[config.mk]
export PLATFORM = sky130hd
export DESIGN_NAME = riscv_mc_control
export DESIGN_NICKNAME = d
export VERILOG_FILES = /design/src/rtl/riscv_pkg.sv /design/src/rtl/riscv_alu_decoder.sv /design/src/rtl/riscv_mc_control.sv
export SDC_FILE = /design/constraint.sdc
export NUM_CORES = 1
export LEC_CHECK = 0
export ABC_AREA = 0
export CORE_MARGIN = 10
export CORE_UTILIZATION = 34
export CTS_CLUSTER_DIAMETER = 60
export DETAILED_ROUTE_END_ITERATION = 8
export HOLD_SLACK_MARGIN = 0.1
export PLACE_DENSITY = 0.75
export SKIP_LAST_GASP = 1
export SLEW_MARGIN = 20
export SYNTH_ARGS = -nofsm -noshare
export SYNTH_HDL_FRONTEND = slang
export SYNTH_SLANG_ARGS = --single-unit
[constraint.sdc]
create_clock -name clk -period 1.5 [get_ports clk]
set_input_delay 0.15 -clock clk [delete_from_list [all_inputs] [get_ports clk]]
set_output_delay 0.15 -clock clk [all_outputs]
set_load 0.02 [all_outputs]
[src/rtl/riscv_pkg.sv]
// -----------------------------------------------------------------------------
// riscv_pkg
// Shared types and constants for the multicycle RISC-V control path:
//   - state_t     : control FSM states
//   - OP_*        : supported major opcodes
//   - alu_op_t    : main-FSM to ALU-decoder operation class
//   - ALU_*       : alu_control encodings driven to the datapath ALU
//   - op_supported: true for every opcode the FSM can execute
// -----------------------------------------------------------------------------
package riscv_pkg;

  typedef enum logic [3:0] {
    S_FETCH,
    S_DECODE,
    S_MEMADR,
    S_MEMREAD,
    S_MEMWB,
    S_MEMWRITE,
    S_EXECUTER,
    S_EXECUTEI,
    S_ALUWB,
    S_BEQ,
    S_JAL
  } state_t;

  localparam logic [6:0] OP_LOAD   = 7'b0000011;
  localparam logic [6:0] OP_STORE  = 7'b0100011;
  localparam logic [6:0] OP_RTYPE  = 7'b0110011;
  localparam logic [6:0] OP_ITYPE  = 7'b0010011;
  localparam logic [6:0] OP_BRANCH = 7'b1100011;
  localparam logic [6:0] OP_JAL    = 7'b1101111;

  typedef enum logic [1:0] {
    ALUOP_ADD   = 2'b00,
    ALUOP_SUB   = 2'b01,
    ALUOP_FUNCT = 2'b10
  } alu_op_t;

  localparam logic [2:0] ALU_ADD = 3'b000;
  localparam logic [2:0] ALU_SUB = 3'b001;
  localparam logic [2:0] ALU_AND = 3'b010;
  localparam logic [2:0] ALU_OR  = 3'b011;
  localparam logic [2:0] ALU_SLT = 3'b101;

  function automatic logic op_supported(input logic [6:0] op);
    return (op == OP_LOAD)  || (op == OP_STORE)  || (op == OP_RTYPE) ||
           (op == OP_ITYPE) || (op == OP_BRANCH) || (op == OP_JAL);
  endfunction

endpackage

[src/rtl/riscv_alu_decoder.sv]
// -----------------------------------------------------------------------------
// riscv_alu_decoder
// Turns the FSM's ALU operation class plus instruction fields into the ALU
// control code.
//   alu_op      : operation class from the control FSM
//   funct3      : instruction bits 14:12
//   op_5        : opcode bit 5 (1 = R-type, 0 = I-type for the ALU group)
//   funct7      : instruction bit 30
//   alu_control : ALU function select
// -----------------------------------------------------------------------------
module riscv_alu_decoder
  import riscv_pkg::*;
(
  input  alu_op_t    alu_op,
  input  logic [2:0] funct3,
  input  logic       op_5,
  input  logic       funct7,
  output logic [2:0] alu_control
);

  always_comb begin
    // NOTE: default first so every path assigns alu_control and no latch is inferred.
    alu_control = ALU_ADD;
    case (alu_op)
      ALUOP_SUB: alu_control = ALU_SUB;
      ALUOP_FUNCT: begin
        case (funct3)
          // Only R-type sub sets bit 30; addi uses that bit as immediate data.
          3'b000:  alu_control = (op_5 && funct7) ? ALU_SUB : ALU_ADD;
          3'b010:  alu_control = ALU_SLT;
          3'b110:  alu_control = ALU_OR;
          3'b111:  alu_control = ALU_AND;
          default: alu_control = ALU_ADD;
        endcase
      end
      default: alu_control = ALU_ADD;
    endcase
  end

endmodule

[src/rtl/riscv_mc_control.sv]
// -----------------------------------------------------------------------------
// riscv_mc_control
// Control unit of a multicycle RISC-V core (lw, sw, R-type, I-type ALU, beq,
// jal). A Moore FSM sequences the datapath; control outputs are decoded from
// the registered state.
//   clk, rst_n     : clock, synchronous active-low reset
//   op, funct3,    : instruction fields from the instruction register
//   funct7
//   zero           : ALU zero flag (branch resolution)
//   mem_ready      : memory access completes this cycle
//   pc_write, adr_src, mem_write, ir_write, reg_write, result_src,
//   alu_src_a, alu_src_b, imm_src, alu_control : datapath controls
//   instr_done     : pulse in the last cycle of a retiring instruction
//   illegal_op     : pulse in DECODE when the opcode is unsupported
// Build option: define RISCV_MC_MEM_WAIT_EN to make FETCH, MEMREAD and
// MEMWRITE wait for mem_ready; otherwise mem_ready is ignored.
// -----------------------------------------------------------------------------
module riscv_mc_control
  import riscv_pkg::*;
(
  input  logic       clk,
  input  logic       rst_n,
  input  logic [6:0] op,
  input  logic [2:0] funct3,
  input  logic       funct7,
  input  logic       zero,
  input  logic       mem_ready,
  output logic       pc_write,
  output logic       adr_src,
  output logic       mem_write,
  output logic       ir_write,
  output logic       reg_write,
  output logic [1:0] result_src,
  output logic [1:0] alu_src_a,
  output logic [1:0] alu_src_b,
  output logic [1:0] imm_src,
  output logic [2:0] alu_control,
  output logic       instr_done,
  output logic       illegal_op
);

  state_t  state_q, state_d;
  alu_op_t alu_op;
  logic    mem_ok;
  logic    pc_update, branch;
  logic    ir_write_s, mem_write_s, reg_write_s, done_s, illegal_s;

`ifdef RISCV_MC_MEM_WAIT_EN
  assign mem_ok = mem_ready;
`else
  logic unused_mem_ready;
  assign unused_mem_ready = mem_ready;
  assign mem_ok = 1'b1;
`endif

  // Next-state logic; memory states stall until mem_ok.
  always_comb begin
    state_d = state_q;
    case (state_q)
      S_FETCH:    if (mem_ok) state_d = S_DECODE;
      S_DECODE: begin
        case (op)
          OP_LOAD, OP_STORE: state_d = S_MEMADR;
          OP_RTYPE:          state_d = S_EXECUTER;
          OP_ITYPE:          state_d = S_EXECUTEI;
          OP_BRANCH:         state_d = S_BEQ;
          OP_JAL:            state_d = S_JAL;
          default:           state_d = S_FETCH;
        endcase
      end
      S_MEMADR:   state_d = (op == OP_LOAD) ? S_MEMREAD : S_MEMWRITE;
      S_MEMREAD:  if (mem_ok) state_d = S_MEMWB;
      S_MEMWB:    state_d = S_FETCH;
      S_MEMWRITE: if (mem_ok) state_d = S_FETCH;
      S_EXECUTER: state_d = S_ALUWB;
      S_EXECUTEI: state_d = S_ALUWB;
      S_ALUWB:    state_d = S_FETCH;
      S_BEQ:      state_d = S_FETCH;
      S_JAL:      state_d = S_ALUWB;
      default:    state_d = S_FETCH;
    endcase
  end

  // Moore output decode from the registered state. FETCH's strobes are
  // qualified by mem_ok so a stalled fetch neither loads IR nor bumps PC.
  always_comb begin
    adr_src     = 1'b0;
    ir_write_s  = 1'b0;
    mem_write_s = 1'b0;
    reg_write_s = 1'b0;
    pc_update   = 1'b0;
    branch      = 1'b0;
    alu_src_a   = 2'b00;
    alu_src_b   = 2'b00;
    alu_op      = ALUOP_ADD;
    result_src  = 2'b00;
    case (state_q)
      S_FETCH: begin
        ir_write_s = mem_ok;
        pc_update  = mem_ok;
        alu_src_b  = 2'b10;
        result_src = 2'b10;
      end
      S_DECODE: begin
        alu_src_a = 2'b01;
        alu_src_b = 2'b01;
      end
      S_MEMADR: begin
        alu_src_a = 2'b10;
        alu_src_b = 2'b01;
      end
      S_MEMREAD:  adr_src = 1'b1;
      S_MEMWB: begin
        result_src  = 2'b01;
        reg_write_s = 1'b1;
      end
      S_MEMWRITE: begin
        adr_src     = 1'b1;
        mem_write_s = 1'b1;
      end
      S_EXECUTER: begin
        alu_src_a = 2'b10;
        alu_op    = ALUOP_FUNCT;
      end
      S_EXECUTEI: begin
        alu_src_a = 2'b10;
        alu_src_b = 2'b01;
        alu_op    = ALUOP_FUNCT;
      end
      S_ALUWB:    reg_write_s = 1'b1;
      S_BEQ: begin
        alu_src_a = 2'b10;
        alu_op    = ALUOP_SUB;
        branch    = 1'b1;
      end
      S_JAL: begin
        alu_src_a = 2'b01;
        alu_src_b = 2'b10;
        pc_update = 1'b1;
      end
      default: ;
    endcase
  end

  // Retirement: a terminal state that is actually leaving for FETCH
  // (MEMWRITE may be stalled on memory).
  always_comb begin
    done_s    = (state_d == S_FETCH) &&
                ((state_q == S_MEMWB) || (state_q == S_MEMWRITE) ||
                 (state_q == S_ALUWB) || (state_q == S_BEQ));
    illegal_s = (state_q == S_DECODE) && !op_supported(op);
  end

  always_comb begin
    case (op)
      OP_STORE:  imm_src = 2'b01;
      OP_BRANCH: imm_src = 2'b10;
      OP_JAL:    imm_src = 2'b11;
      default:   imm_src = 2'b00;
    endcase
  end

  // State-changing strobes are held off while reset is asserted.
  assign pc_write   = rst_n & (pc_update | (branch & zero));
  assign ir_write   = rst_n & ir_write_s;
  assign reg_write  = rst_n & reg_write_s;
  assign mem_write  = rst_n & mem_write_s;
  assign instr_done = rst_n & done_s;
  assign illegal_op = rst_n & illegal_s;

  riscv_alu_decoder u_alu_decoder (
    .alu_op      (alu_op),
    .funct3      (funct3),
    .op_5        (op[5]),
    .funct7      (funct7),
    .alu_control (alu_control)
  );

  // NOTE: sequential state uses non-blocking assignment so every flop samples
  // pre-edge values; the synchronous reset is simply the first branch.
  always_ff @(posedge clk) begin
    if (!rst_n) state_q <= S_FETCH;
    else        state_q <= state_d;
  end

endmodule

==> results.json, run 1 <==
{
  "cts_sinks": 4,
  "die-height_um": 61.81,
  "largest_register_ff_count": 4,
  "r2r-end": "state_q[1]",
  "cts_buffer_depth": 2,
  "p_seq_frac": 0.239,
  "ctsHtreeMaxLevel": 1,
  "arrival_ns": 1.59,
  "slew_headroom": 0.7792,
  "synth_area_per_cell_um2": 7.429,
  "setup_tns_ns": -1.511,
  "placed_area_um2": 1100,
  "peakVddDrop_uv": 379.6,
  "yosysSeqAreaShare": 0.1347,
  "min_path_type": "in2reg",
  "io_buffers": 31,
  "final_cells": 156,
  "synthCells": 80,
  "grt_max_degree": 19,
  "dp_slack_ns": -0.5529,
  "rows": 15,
  "place_congestion": 0.7809,
  "drive_above_1_share": 0.5683,
  "grt_pass1_vias": 802,
  "synth-edff-count": 0,
  "violations": "negative setup slack",
  "antenna_found_initial": 0,
  "hpwl_mm": 1.727,
  "gr-total-overflow": 0,
  "yosys.cell_types.count": 36,
  "core_um2": 1689,
  "synth_seq_cells": 4,
  "first_pass_iters": 4,
  "post_drt_wl_per_cell_um": 18.27,
  "syn_area_um2": 594.3,
  "worst_setup_path_start_kind": "register",
  "place_inst": 145,
  "area_growth_pct": 118.1,
  "drv_slew": 0,
  "hold_ws_ns": 0.4420,
  "fin_crit_ns": 1.737,
  "avgViaCountPerCell": 5.635,
  "wl_mm": 2.850,
  "ioPinCount": 33,
  "die_w_um": 61.81,
  "final_nets": 158,
  "hp-start": "op[3]",
  "power_density_nw_per_um2": 351.5,
  "num_antenna_cells": 0,
  "clkPwrFrac": 0.316,
  "path_clk_slew_ns": 0.04,
  "yosysTopAreaCellShare": 0.1347,
  "yosysTopAreaCell": "dfxtp_1",
  "drt-initial-drc-count": 19,
  "cap_violations": 0,
  "cts_made_buffers": 3,
  "path_max_fanout": 3,
  "vias": 879,
  "hold_viol": 0,
  "cts_tree": "built",
  "min_path_cells": 4,
  "cts.hold.buffers_added": 0,
  "rsz0062_at_grt": "true",
  "worstMarginPinSlew_ns": 0.3300,
  "clock_latency_ns": 0.25,
  "grt_usage": 0.1317,
  "min_to": "state_q[1]",
  "status": "finished with violations",
  "endpoint_kind": "output pin",
  "setup_violations": 11,
  "die_area_um2": 3820,
  "worst-r2r-cell-count": 5,
  "top_regs": "state_q (4)",
  "cts_root_buffer": "clkbuf_4",
  "cp.required_ns": 1.35,
  "r2r_start": "state_q[1]",
  "ant_nets": 0,
  "regMostFlops": "state_q",
  "p_comb_frac": 0.445,
  "drc_errors": 0,
  "grt_pass1_wl_mm": 3.877,
  "initial_core_util": 0.3519,
  "fin_skew_ns": 0.004935,
  "layout_common_cells": "buf_4 (33), buf_6 (8), clkdlybuf4s50_1 (6)",
  "r2r_slack_ns": -0.10,
  "period_share": 1.158,
  "internal-power_w": 0.0003025,
  "fin_ws_ns": -0.2371,
  "cellLeakagePower_nw": 0.5898,
  "worstSetupPathType": "reg2out",
  "power_switching_share": 0.3359,
  "ys_top_cells_by_area": "dfxtp_1 (13%), nor3b_1 (6.3%), nor2b_1 (5.3%)",
  "fmax_mhz": 575.7,
  "synth_top_flop_cell": "dfxtp_1",
  "stdcell_area_um2": 1296,
  "ys_warn_count": 0,
  "synth_fp_nets": 97,
  "synthArstFlopShare": 0,
  "power_switching_w": 0.0001530,
  "final_common_cell": "buf_4"
}
## cell usage after synthesis (all sizes together) (2+ instances only)
cell	count
nor4	3
o21ai	2
ha	2
or4b	2
a211o	2
xnor2	3
clkbuf	2
inv	4
xor2	2
nor2	5
buf	4
and3	2
nand2b	3
dfxtp	4
nor2b	5
a21oi	5
o21a	2
nor3	4
nor3b	5
or3b	3
nand2	3
nand3b	3
## metrics by stage
step	total power (W)	utilization
after floorplan	0.0001893	-
after global placement	0.0002922	0.6511
after detailed placement	0.0002952	0.6511
after CTS	0.0004252	0.6852
after global routing	0.0004779	0.7674
final	0.0004556	0.7674
## cell families (layout without fill, tap and decap cells)
kind of cell             count (synthesis)  in the layout  share of synthesized area
multiplexers                             1              1                    0.01684
AND/OR/NAND/NOR                         43             43                     0.4674
XOR/XNOR                                 5              5                    0.07370
AO/OA/AOI/OAI                           15             15                     0.1853
adder cells (fa/ha/maj)                  2              2                    0.04210
buffers and inverters                   10             69                    0.07999
flip-flops                               4              4                     0.1347
## final cells by class
type	instances	area, um2
fillers	110	392.9
flip-flops and latches	4	90.09
repair buffers	62	534.3
inverters	4	15.01
well taps	17	21.27
multi-input cells	66	613.1
clock buffers	3	22.52
## worst max-delay path, stage by stage (launching register included)
cell and delay, ns:
dfxtp_2 0.33, buf_6 0.11, nand3b_1 0.25, ha_4 0.23, nor2b_1 0.12, o21ai_1 0.09, a21oi_2 0.08, buf_6 0.13
## power by group through the flow
stage	clock (W)	combinational (W)	sequential, W
after CTS	0.000142	0.000175	0.000109
final	0.000144	0.000203	0.000109
after global placement	0	0.000180	0.000112
after detailed placement	0	0.000183	0.000112
after floorplan	0	0.0000773	0.000112
after global routing	0.000155	0.000214	0.000109
## metal layers
metal / vias to the layer above / share of wire / global-route usage / routed length (um)
met1: 410 / 0.35 / 0.1507 / 1007
met3: 11 / 0.095 / 0.04268 / 271
li1: 412 / - / - / -
met2: 46 / 0.52 / 0.2328 / 1494
met5: - / 0 / 0 / 0
met4: 0 / 0.027 / 0.02548 / 76
## worst max path at each step
stage / cells after the start / from / endpoint / slack, ns
global placement: 5 / op[4] / imm_src[0] / -0.51
finish: 7 / state_q[2] / alu_control[0] / -0.24
floorplan: 6 / state_q[1] / alu_control[1] / -0.03
detailed placement: 5 / op[4] / imm_src[0] / -0.55
global route: 6 / state_q[0] / alu_control[1] / -0.29
CTS: 7 / state_q[2] / alu_control[0] / -0.18
## what timing repair did
action / CTS / global route
buffers inserted: 3 / 6
gates resized for setup: 102 / 32
endpoints found under the setup margin: 20 / 19
pin swaps: 6 / 5
No activity file was read; power rests on OpenSTA's default activity.
==> inputs of run 2 (changes only) <==
--- a/config.mk
+++ b/config.mk
@@ -6,12 +6,14 @@
 export NUM_CORES = 1
 export LEC_CHECK = 0
 export ABC_AREA = 0
+export CELL_PAD_IN_SITES_DETAIL_PLACEMENT = 0
+export CELL_PAD_IN_SITES_GLOBAL_PLACEMENT = 2
 export CORE_MARGIN = 10
-export CORE_UTILIZATION = 34
+export CORE_UTILIZATION = 17
 export CTS_CLUSTER_DIAMETER = 60
 export DETAILED_ROUTE_END_ITERATION = 8
 export HOLD_SLACK_MARGIN = 0.1
-export PLACE_DENSITY = 0.75
+export PLACE_DENSITY_LB_ADDON = 0.1
 export SKIP_LAST_GASP = 1
 export SLEW_MARGIN = 20
 export SYNTH_ARGS = -nofsm -noshare
==> run 2 against run 1 <==
  * Critical endpoint unchanged
  * Largest cell class unchanged
  * Power down 2.8%
  * Sequential power is essentially flat
  * Final cell count rose by 17%
  * Sequential share of layout area increased by 0.095 points
  * Clock skew shrank 0.00069 ns
  * The run still ends with negative setup slack left
  * Maximum frequency up 3.9%
  * Highest routed layer unchanged
  * Critical path type unchanged
  * Cell area down 1.4%
  * Combinational power fell by 4%
  * Flip-flop and latch count did not move
  * Global-route usage shrank 5.5 points
==> results.json, run 2 (same netlist as run 1, synthesis figures left out) <==
{
  "gr-total-overflow": 0,
  "cts_tree": "built",
  "stdcell_area_um2": 1279,
  "hold_viol": 0,
  "die_w_um": 79.13,
  "r2r_slack_ns": 0.01,
  "min_path_type": "in2reg",
  "fin_crit_ns": 1.671,
  "drive_above_1_share": 0.5839,
  "fmax_mhz": 598.4,
  "cap_violations": 0,
  "period_share": 1.114,
  "final_common_cell": "buf_4",
  "worstSetupPathType": "reg2out",
  "die_area_um2": 6261,
  "ioPinCount": 33,
  "power_density_nw_per_um2": 346.4,
  "place_inst": 177,
  "drv_slew": 0,
  "slowest_delay_ns": 0.34,
  "setup_violations": 6,
  "vias": 793,
  "regMostFlops": "state_q",
  "antenna_found_initial": 0,
  "cpMostUsedCell": "nor2b_4",
  "endpoint_kind": "output pin",
  "num_antenna_cells": 0,
  "cellLeakagePower_nw": 0.5678,
  "grt_pass1_vias": 862,
  "crit_path_top_delay_cell": "dfxtp_2",
  "grt_pass1_wl_mm": 3.988,
  "wl_mm": 2.380,
  "placed_area_um2": 1159,
  "area_growth_pct": 115.2,
  "cts_made_buffers": 3,
  "drc_errors": 0,
  "path_max_fanout": 3,
  "fin_skew_ns": 0.004242,
  "final_cells": 183,
  "avgViaCountPerCell": 4.333,
  "status": "finished with violations",
  "min_to": "state_q[1]",
  "peakVddDrop_uv": 197.0,
  "r2r_start": "state_q[0]",
  "layout_common_cells": "buf_4 (31), buf_6 (7), clkdlybuf4s50_1 (6)",
  "rows": 21,
  "hpwl_mm": 1.811,
  "hp-start": "op[0]",
  "place_congestion": 0.7384,
  "ctsHtreeMaxLevel": 1,
  "crit_path_cell_trace": "nor2b_4, and2_4, ha_2, nor2b_4, o21ai_1, a21oi_2, buf_6",
  "first_pass_iters": 4,
  "worstMarginPinSlew_ns": 0.2256,
  "clock_latency_ns": 0.24,
  "p_total_w": 0.0004429,
  "largest_register_ff_count": 4,
  "drt-initial-drc-count": 18,
  "fin_ws_ns": -0.1712,
  "post_drt_wl_per_cell_um": 13.01,
  "grt_usage": 0.07712,
  "setup_tns_ns": -0.7135,
  "io_buffers": 31,
  "cts_buffer_depth": 2,
  "violations": "negative setup slack",
  "cts.hold.buffers_added": 0,
  "path_clk_slew_ns": 0.04,
  "worst-r2r-cell-count": 4,
  "r2r-end": "state_q[1]",
  "ant_nets": 0,
  "arrival_ns": 1.52,
  "die-height_um": 79.13,
  "worst_setup_path_start_kind": "register",
  "cts_root_buffer": "clkbuf_4",
  "cp.required_ns": 1.35,
  "slew_headroom": 0.8480,
  "rsz0062_at_grt": "true",
  "top_regs": "state_q (4)",
  "final_nets": 156,
  "core_um2": 3363,
  "min_path_cells": 5,
  "initial_core_util": 0.1767,
  "cts_sinks": 4,
  "grt_max_degree": 19
}
run 2: cell count changes in the layout (fill, tap and decap cells not counted), moves of 2 or more:
| cell | before | now |
|---|---|---|
| buf_4 | 33 | 31 |
| nor2b_1 | 2 | 0 |
| nor4_2 | 0 | 2 |
| nor4_4 | 2 | 0 |
| buf_2 | 3 | 5 |
run 2: worst max-delay path by stage:
stage | cells after the start | from | end
finish | 7 | state_q[2] | alu_control[0]
global route | 6 | state_q[2] | alu_control[1]
detailed placement | 5 | op[4] | imm_src[0]
CTS | 7 | state_q[2] | alu_control[0]
global placement | 5 | op[4] | imm_src[0]
floorplan | 6 | state_q[1] | alu_control[1]
run 2: worst max-delay path: cells and delay by family (launching register included):
| kind | cells | cell delay, ns |
|---|---|---|
| and+or+nand+nor | 3 | 0.43 |
| DFF | 1 | 0.34 |
| AOI/OAI and AO/OA | 2 | 0.21 |
| adders and majority gates | 1 | 0.17 |
| buffers and inverters | 1 | 0.13 |
run 2: timing repair:
| action | CTS | global route |
|---|---|---|
| gates cloned | 1 | 0 |
| gates resized for setup | 109 | 21 |
| endpoints found under the setup margin | 19 | 20 |
| setup buffers | 1 | 2 |
| pin swaps | 4 | 7 |
run 2: power by group:
part	internal [W]	switching, W
combinational	0.000106	0.0000883
sequential	0.000106	0.00000251
clock	0.0000899	0.0000497
run 2: metrics by stage:
stage | setup slack, ns | utilization | hold WS [ns]
after floorplan | -0.02593 | - | 0.2678
after global placement | -0.5144 | 0.3445 | 0.6638
after detailed placement | -0.5540 | 0.3445 | 0.6622
after CTS | -0.2062 | 0.3698 | 0.4572
after global routing | -0.2644 | 0.3802 | 0.4690
final | -0.1712 | 0.3802 | 0.4513
run 2: cell type report:
cell class                 count  area, um2
fill                         394       2085
sequential                     4      90.09
tap                           46      57.56
inverter                       4      15.01
multi-input combinational     66      591.8
timing repair buffer          60      501.7
clock buffer                   3      22.52
run 2: per-layer routing:
layer | vias up | track usage | share of wire
li1 | 405 | - | -
met4 | 0 | 0.02151 | 0.0046
met5 | - | 0 | 0
met3 | 2 | 0.02928 | 0.043
met2 | 14 | 0.1436 | 0.54
met1 | 372 | 0.07795 | 0.41
